===== src/rtl/mips_pipeline_core.sv =====
// mips_pipeline_core: five-stage MIPS integer core with E-stage forwarding, load/branch stalls and D-stage branch resolution
module mips_pipeline_core #(
    parameter logic [31:0] RESET_PC = 32'h0000_0000
) (
    input  logic        clk,
    input  logic        rst,
    input  logic [31:0] InstF,
    input  logic [31:0] ReadDataM,
    output logic [31:0] PCF,
    output logic        MemWriteM,
    output logic        MemReadM,
    output logic [31:0] ALUResultM,
    output logic [31:0] WriteDataM
);
    typedef struct packed {
        logic [31:0] instr;
        logic [31:0] pcp4;
    } fd_t;
    typedef struct packed {
        logic        rw;
        logic        ld;
        logic        st;
        logic        isrc;
        logic [2:0]  alu;
        logic [4:0]  rs;
        logic [4:0]  rt;
        logic [4:0]  wr;
        logic [31:0] a;
        logic [31:0] b;
        logic [31:0] imm;
    } de_t;
    typedef struct packed {
        logic        rw;
        logic        ld;
        logic        st;
        logic [4:0]  wr;
        logic [31:0] y;
        logic [31:0] wd;
    } em_t;
    typedef struct packed {
        logic        rw;
        logic        ld;
        logic [4:0]  wr;
        logic [31:0] y;
        logic [31:0] rdata;
    } mw_t;

    logic [31:0] pc_q, pc_d;
    fd_t         fd_q, fd_d;
    de_t         de_q, de_d;
    em_t         em_q, em_d;
    mw_t         mw_q, mw_d;
    logic [31:0] rf_q [32];

    logic [5:0]  op_d, fn_d;
    logic [4:0]  rs_d, rt_d, rd_d;
    logic [31:0] imm_d, res_w, rd1_d, rd2_d, ca_d, cb_d;
    logic        r_d, lw_d, sw_d, beq_d, addi_d, j_d;
    logic        lw_stall, br_stall, stall, take_d;
    logic [31:0] fa_e, fb_e, sb_e, y_e;

    assign op_d  = fd_q.instr[31:26];
    assign fn_d  = fd_q.instr[5:0];
    assign rs_d  = fd_q.instr[25:21];
    assign rt_d  = fd_q.instr[20:16];
    assign rd_d  = fd_q.instr[15:11];
    assign imm_d = {{16{fd_q.instr[15]}}, fd_q.instr[15:0]};

    assign r_d    = (op_d == 6'h00) && (fn_d == 6'h20 || fn_d == 6'h22 || fn_d == 6'h24 ||
                                        fn_d == 6'h25 || fn_d == 6'h2a);
    assign lw_d   = op_d == 6'h23;
    assign sw_d   = op_d == 6'h2b;
    assign beq_d  = op_d == 6'h04;
    assign addi_d = op_d == 6'h08;
    assign j_d    = op_d == 6'h02;

    // W result bypasses the register file so D sees a same-cycle write
    assign res_w = mw_q.ld ? mw_q.rdata : mw_q.y;
    assign rd1_d = rs_d == 5'd0 ? 32'd0 : (mw_q.rw && mw_q.wr == rs_d) ? res_w : rf_q[rs_d];
    assign rd2_d = rt_d == 5'd0 ? 32'd0 : (mw_q.rw && mw_q.wr == rt_d) ? res_w : rf_q[rt_d];
    assign ca_d  = (rs_d != 5'd0 && em_q.rw && em_q.wr == rs_d) ? em_q.y : rd1_d;
    assign cb_d  = (rt_d != 5'd0 && em_q.rw && em_q.wr == rt_d) ? em_q.y : rd2_d;

    assign lw_stall = de_q.ld && (de_q.wr == rs_d || de_q.wr == rt_d);
    assign br_stall = beq_d && ((de_q.rw && (de_q.wr == rs_d || de_q.wr == rt_d)) ||
                                (em_q.ld && (em_q.wr == rs_d || em_q.wr == rt_d)));
    assign stall    = lw_stall || br_stall;
    assign take_d   = beq_d && (ca_d == cb_d);

    assign pc_d = stall  ? pc_q :
                  take_d ? fd_q.pcp4 + {imm_d[29:0], 2'b00} :
                  j_d    ? {fd_q.pcp4[31:28], fd_q.instr[25:0], 2'b00} :
                           pc_q + 32'd4;
    assign fd_d = stall ? fd_q : (take_d || j_d) ? '0 : fd_t'({InstF, pc_q + 32'd4});

    always_comb begin
        de_d      = '0;
        de_d.rw   = r_d || lw_d || addi_d;
        de_d.ld   = lw_d;
        de_d.st   = sw_d;
        de_d.isrc = lw_d || sw_d || addi_d;
        de_d.alu  = !r_d ? 3'd0 : fn_d == 6'h22 ? 3'd1 : fn_d == 6'h24 ? 3'd2 :
                    fn_d == 6'h25 ? 3'd3 : fn_d == 6'h2a ? 3'd4 : 3'd0;
        de_d.rs   = rs_d;
        de_d.rt   = rt_d;
        de_d.wr   = r_d ? rd_d : rt_d;
        de_d.a    = rd1_d;
        de_d.b    = rd2_d;
        de_d.imm  = imm_d;
        if (stall) de_d = '0;
    end

    assign fa_e = (de_q.rs != 5'd0 && em_q.rw && em_q.wr == de_q.rs) ? em_q.y :
                  (de_q.rs != 5'd0 && mw_q.rw && mw_q.wr == de_q.rs) ? res_w : de_q.a;
    assign fb_e = (de_q.rt != 5'd0 && em_q.rw && em_q.wr == de_q.rt) ? em_q.y :
                  (de_q.rt != 5'd0 && mw_q.rw && mw_q.wr == de_q.rt) ? res_w : de_q.b;
    assign sb_e = de_q.isrc ? de_q.imm : fb_e;
    assign y_e  = de_q.alu == 3'd1 ? fa_e - sb_e :
                  de_q.alu == 3'd2 ? fa_e & sb_e :
                  de_q.alu == 3'd3 ? fa_e | sb_e :
                  de_q.alu == 3'd4 ? {31'd0, $signed(fa_e) < $signed(sb_e)} :
                                     fa_e + sb_e;

    assign em_d = {de_q.rw, de_q.ld, de_q.st, de_q.wr, y_e, fb_e};
    assign mw_d = {em_q.rw, em_q.ld, em_q.wr, em_q.y, ReadDataM};

    always_ff @(posedge clk) begin
        if (rst) begin
            pc_q <= RESET_PC;
            fd_q <= '0;
            de_q <= '0;
            em_q <= '0;
            mw_q <= '0;
            for (int i = 0; i < 32; i++) rf_q[i] <= '0;
        end else begin
            pc_q <= pc_d;
            fd_q <= fd_d;
            de_q <= de_d;
            em_q <= em_d;
            mw_q <= mw_d;
            if (mw_q.rw && mw_q.wr != 5'd0) rf_q[mw_q.wr] <= res_w;
        end
    end

    assign PCF        = pc_q;
    assign MemWriteM  = em_q.st;
    assign MemReadM   = em_q.ld;
    assign ALUResultM = em_q.y;
    assign WriteDataM = em_q.wd;
endmodule


===== config.mk =====
export PLATFORM = sky130hd
export DESIGN_NAME = mips_pipeline_core
export DESIGN_NICKNAME = d
export VERILOG_FILES = /design/src/rtl/mips_pipeline_core.sv
export SDC_FILE = /design/constraint.sdc
export NUM_CORES = 2
export LEC_CHECK = 0
export CAP_MARGIN = 5
export CORE_ASPECT_RATIO = 1.5
export CORE_MARGIN = 4
export CORE_UTILIZATION = 35
export DETAILED_ROUTE_END_ITERATION = 10
export PLACE_DENSITY_LB_ADDON = 0.25
export SLEW_MARGIN = 20
export SYNTH_ARGS = -nofsm -noshare
export SYNTH_HDL_FRONTEND = slang
export SYNTH_SLANG_ARGS = --single-unit
export TNS_END_PERCENT = 50

===== constraint.sdc =====
create_clock -name clk -period 5.75 [get_ports clk]
set_clock_uncertainty 0.1 [all_clocks]
set_input_delay 1.15 -clock clk [delete_from_list [all_inputs] [get_ports clk]]
set_output_delay 1.15 -clock clk [all_outputs]
set_load 0.02 [all_outputs]

### Word level (Yosys, flattened, before mapping)

Memories as Yosys holds them, arrays and structs flattened. A register that Yosys moved wholly into a read port is not among the register bits.
Cells that the tools add are included.

| cells by class | value |
|---|---|
| multiplexer cells | 36 |
| order comparisons | 1 |
| add/sub/neg operators | 4 |
| bitwise operators | 3 |
| equality and inequality tests | 25 |
| reductions and logical operators | 47 |

Operators by type and width:

| cell | count |
|---|---|
| $mux W32 | 19 |
| $add A32 B32 Y32 | 2 |
| $mux W64 | 1 |
| $eq A5 B5 Y1 | 10 |
| $eq A6 B6 Y1 const B | 7 |
| $add A32 B3 Y32 const B | 1 |
| $and A32 B32 Y32 | 1 |
| $eq A32 B32 Y1 | 1 |
| $lt A32 B32 Y1 | 1 |
| $or A32 B32 Y32 | 1 |
| $reduce_or A32 Y1 | 1 |
| $sub A32 B32 Y32 | 1 |
| $mux W5 | 6 |
| $reduce_bool A5 Y1 | 5 |
| $logic_and A1 B1 Y1 | 21 |
| $logic_or A1 B1 Y1 | 13 |
| $logic_not A5 Y1 | 2 |
| $mux W1 | 7 |
| $eq A3 B2 Y1 const B | 2 |
| $eq A6 B2 Y1 const B | 1 |
| $eq A6 B3 Y1 const B | 1 |
| $eq A6 B4 Y1 const B | 1 |
| $logic_not A6 Y1 | 1 |
| $reduce_or A6 Y1 | 1 |
| other kinds (8) | 9 |

| word-level totals | value |
|---|---|
| memories kept | 1 |
| flip-flop bits (word level) | 341 |
| input bits | 66 |
| logic and storage cells | 144 |
| bits in writable memories | 1024 |

Memory list:

| name | depth | width | read ports | clocked after memory_dff | wr ports | RTL line | RTL |
|---|---|---|---|---|---|---|---|
| rf_q | 32 | 32 | 2 | 2 | 32 | 53 | `logic [31:0] rf_q [32];` |

### Longest topological paths before layout

| logic depth | value |
|---|---|
| depth in word-level cells | 11 |
| depth in mapped cells | 24 |

### Worst setup path before layout

No wires, ideal clock.

| path | value |
|---|---|
| path kind | reg2reg |
| start | register mw_q[66] in the netlist's numbering |
| end | register em_q, in the netlist ALUResultM[30] |
| cell stages (with the launch flop) | 25 |
| data required time | 5.533 ns |
| setup time | 0.117 ns |
| setup slack | 0.390 ns |
| arrival | 5.143 ns |
| cell sequence | dfxtp_1 > clkbuf_1 > xnor2_1 > nand4_1 > nor4_1 > clkbuf_1 > nand2_1 > o21ai_0 > o21ai_0 > mux2_2 > ha_1 > clkbuf_1 > o21ai_0 > nand2b_1 > nand2_1 > a21oi_1 > o21ai_0 > a21oi_1 > o21ai_0 > a211oi_1 > a311o_1 > a31oi_1 > o21bai_1 > a211o_1 > a22o_1 |

| between the ends | value |
|---|---|
| cells in the longest elaborated chain, start to end | 10 |

Ends and longest elaborated chain:

| what | RTL line | RTL |
|---|---|---|
| start, declared | 52 | `mw_t mw_q, mw_d;` |
| start signal, assigned | 140 | `mw_q <= mw_d;` |
| $eq A5 B5 Y1 | 116 | `(de_q.rt != 5'd0 && mw_q.rw && mw_q.wr == de_q.rt) ? res_w : de_q.b;` |
| $logic_and A1 B1 Y1 | 116 |  |
| $mux W32 | 116 |  |
| $mux W32 | 115 | `assign fb_e = (de_q.rt != 5'd0 && em_q.rw && em_q.wr == de_q.rt) ? em_q.y :` |
| $mux W32 | 117 | `assign sb_e = de_q.isrc ? de_q.imm : fb_e;` |
| $add A32 B32 Y32 | 122 | `fa_e + sb_e;` |
| $mux W32 | 121 | `de_q.alu == 3'd4 ? {31'd0, $signed(fa_e) < $signed(sb_e)} :` |
| $mux W32 | 120 | `de_q.alu == 3'd3 ? fa_e \| sb_e :` |
| $mux W32 | 119 | `de_q.alu == 3'd2 ? fa_e & sb_e :` |
| $mux W32 (*) | 118 | `assign y_e = de_q.alu == 3'd1 ? fa_e - sb_e :` |
| end signal, assigned | 139 | `em_q <= em_d;` |
| end, declared | 51 | `em_t em_q, em_d;` |

Every way passes the cells marked *; elsewhere a longest branch is shown, timed or not.
A chain may end at the register's enable or synchronous reset.

==> impl_metrics.csv <==
group,metric,value,unit
power_and_ir_drop,intPower,18.2,mW
finish,fillers,20400,
finish,postLayoutCellArea,87000,um^2
routing,drt_pre_antenna_iters,6,
synthesis,ys_types,105,
routing,final_antenna_net_count,0,
routing,wirelength,322000,um
clocking,clock_sinks,1375,
clocking,cts_tree,"yes",
power_and_ir_drop,pwr-share-seq,44.8,%
finish,register_area,37800,um^2
critical_path,worst-path-buf-inv,4,
clocking,cts-htree-levels,4,
placed_design,placed_area,82400,um^2
timing,setup_ws,0.107,ns
finish,final_cell_mix,"nor2_1, edfxtp_1, buf_4",
hold_path,hold_path.class,"reg2reg",
global_route,gr-total-overflow,0,
synthesis,ys_warn_count,0,
power_and_ir_drop,peakVddDrop,0.000225,V
synthesis,synth-edff-count,1024,
synthesis,synth_compound_area_share,10.5,%
critical_path,slowest_delay,0.74,ns
critical_path,required,6.28,ns
synthesis,yosys_most_used_dff,"edfxtp_1",
timing,tightestPinTransition,1.19,ns
clocking,cts_hold_buf,0,
timing,finalSetupViolCount,0,
finish,drive_gt1_share,18.0,%
timing,fin_hold_ws,0.355,ns
synthesis,synth_fa_ha_area_share,2.24,%
finish,areaGrowthSynthToFinish,15.6,%
clocking,cts_buffers,145,
power_and_ir_drop,p_leak,30.5,nW
placed_design,numPortBuffers,163,
die,num_rows,208,
die,die_w,387,um
critical_path,critPathMostFrequentCell,"buf_12",
run,drv_cap,0,
global_route,antenna_found_initial,12,
routing,via_per_inst,5.97,
timing,hold_viol_final,0,
power_and_ir_drop,swShare,29.3,%
timing,relSlewSlack,20.2,%
synthesis,netlist_area,75300,um^2
clocking,clock_latency,0.82,ns
critical_path,cpLargestDelayFamily,"compound AO/OA/AOI/OAI gates",
routing,drc,0,
critical_path,r2r_setup_slack,0.11,ns
synthesis,syn_avg_cell_area,11.1,um^2
power_and_ir_drop,power_frac_clock,36.6,%
clocking,clk_path_buf_depth,4,
power_and_ir_drop,power.density,295,nW/um^2
global_route,grt_pass1_wl,449000,um
synthesis,synth_mux_area_share,16.7,%
critical_path,arrival,6.18,ns
synthesis,synth_xor_area_share,1.66,%
die,start_util,35.2,%
synthesis,synth_cells,6761,
placed_design,dp_slack,0.112,ns
routing,vias,59300,
synthesis,synth-simple-area-share,13.8,%
power_and_ir_drop,combPwrFrac,18.6,%
placed_design,dpl.hpwl,229000,um
synthesis,ys_seq_area_share,50.2,%
routing,wl_per_cell,32.4,um
synthesis,synth_seq_cells,1375,
global_route,grt_usage,28.0,%
critical_path,critPathCaptureType,"flip-flop",
critical_path,cp-start-kind,"flip-flop",
global_route,grt_start_max_net_pins,108,
status,status,"complete, no violations",
die,ios,164,
global_route,grt_pass1_vias,59100,
timing,fin_crit_sh,98.1,%
timing,slew_viol_final,0,
critical_path,cp_slowest_cell,"a221oi_1",
finish,utilization,40.7,%
timing,post-route-min-period,5.64,ns
critical_path,crit_fanout,22,
critical_path,worstSetupPathType,"reg2reg",
placed_design,gp_congestion,0.974,
die,die_h,576,um
die,core_area,214000,um^2
synthesis,async_reset_ff_share,0,%
finish,multi_input_area,34600,um^2
synthesis,synth_top_family_by_area,"multiplexers",
timing,fmax,177,MHz
critical_path,path_cells,"buf_12 -> buf_12 -> mux2_2 -> o221ai_1 -> o21ai_0 -> buf_4 -> a221oi_1 -> a21oi_1 -> o22ai_1 -> nor3_1 -> a32oi_1 -> and4bb_1 -> nand4_2 -> and3_1 -> buf_12 -> a22o_1",
finish,nets,7170,
clocking,cts-root-buf,"clkbuf_16",
routing,drt_iter0_markers,6519,
clocking,clk_pin_slew,0.06,ns
finish,final_common_cell,"nor2_1",
power_and_ir_drop,p_switching,7.52,mW
die,fp.dieArea,223000,um^2
==> registers in the layout, indices dropped and copies added (netlist names), named ones only <==
signal	count
MemWriteM	1
fd_q	64
rf_q	1024
em_q	6
mw_q	71
MemReadM	1
de_q	102
WriteDataM	32
ALUResultM	32
PCF	32
==> power by group through the flow <==
stage,sequential [mW],clock (mW),combinational [mW]
finish,11.5,9.40,4.79
global route,11.5,9.86,5.00
CTS,11.5,9.51,4.69
detailed placement,11.7,0,4.68
global placement,11.7,0,4.68
floorplan,11.5,0,2.77
==> logic make-up (layout without fill, tap and decap cells) <==
family / count (synthesis) / after routing
other: 1 / 59
multiplexers: 802 / 802
buffers and inverters: 767 / 1045
AO/OA/AOI/OAI: 1179 / 1179
flip-flops: 1375 / 1375
AND/OR/NAND/NOR: 2361 / 2361
XOR/XNOR: 143 / 143
adder cells (fa/ha/maj): 133 / 133
==> stage by stage <==
stage	cells	TNS (ns)	power, mW
after detailed placement	9658	0	16.4
final	9932	0	25.7
after global routing	9927	-0.00523	26.4
after CTS	9904	0	25.7
after floorplan	6792	0	14.2
after global placement	9658	0	16.4
==> path summary, 6_finish.rpt <==
path	startpoint	end	cells after the start
worst max-delay path	flip-flop	flip-flop	16
worst min-delay path	de_q[115]$_SDFF_PP0_	MemWriteM$_SDFF_PP0_	1
worst max register to register	flip-flop	flip-flop	16
worst min register to register	de_q[115]$_SDFF_PP0_	MemWriteM$_SDFF_PP0_	1
==> worst reg2reg max path: cells and delay by family, from the launching register on <==
| family | cells | cell delay [ns] |
|---|---|---|
| mux | 1 | 0.40 |
| compound gates | 7 | 2.68 |
| simple gates | 4 | 0.95 |
| flops | 1 | 0.47 |
| buf+inv | 4 | 0.87 |
==> synth_stat cells, types with 45 or more instances <==
| cell type | n | share of area (%) |
|---|---|---|
| mux2i_1 | 409 | 5.4 |
| a22oi_1 | 139 | 1.4 |
| dfxtp_1 | 351 | 9.3 |
| clkbuf_1 | 369 | 1.8 |
| nand2_1 | 439 | 2.2 |
| buf_2 | 94 | 0.63 |
| o21a_1 | 61 | 0.61 |
| xor2_1 | 45 | 0.52 |
| and2_1 | 46 | 0.38 |
| nor2_1 | 1325 | 6.6 |
| ha_1 | 130 | 2.2 |
| o21ai_0 | 255 | 1.7 |
| a211oi_1 | 87 | 0.87 |
| o22ai_1 | 56 | 0.47 |
| nor3_1 | 71 | 0.47 |
| mux4_2 | 356 | 11 |
| nand3_1 | 97 | 0.65 |
| buf_4 | 112 | 1.1 |
| and3_1 | 82 | 0.68 |
| a22o_1 | 67 | 0.78 |
| inv_1 | 121 | 0.60 |
| edfxtp_1 | 1024 | 41 |
| xnor2_1 | 98 | 1.1 |
| a21oi_1 | 228 | 1.5 |
| nor2b_1 | 108 | 0.90 |
==> layout make-up <==
| class | count | share of cell area, % |
|---|---|---|
| multi-input cells | 4650 | 39.8 |
| well taps | 2835 | 4.08 |
| repair buffers | 672 | 6.89 |
| flip-flops and latches | 1375 | 43.5 |
| clock inverters | 55 | 0.567 |
| diodes | 27 | 0.0777 |
| inverters | 127 | 0.549 |
| clock buffers | 191 | 4.61 |
==> metal layers <==
layer	GRT usage, %	part of all wire [%]
met4	19.3	8.4
met5	0	0.0074
met1	30.4	34
met2	49.6	50
met3	4.73	7.6
==> what timing repair did <==
action | CTS | global route
setup buffers | 0 | 1
endpoints found under the setup margin | 0 | 5
hold endpoints to repair | 0 | 0
gates resized for setup | 0 | 13
Note: power is estimated with default switching activity, not from simulation.
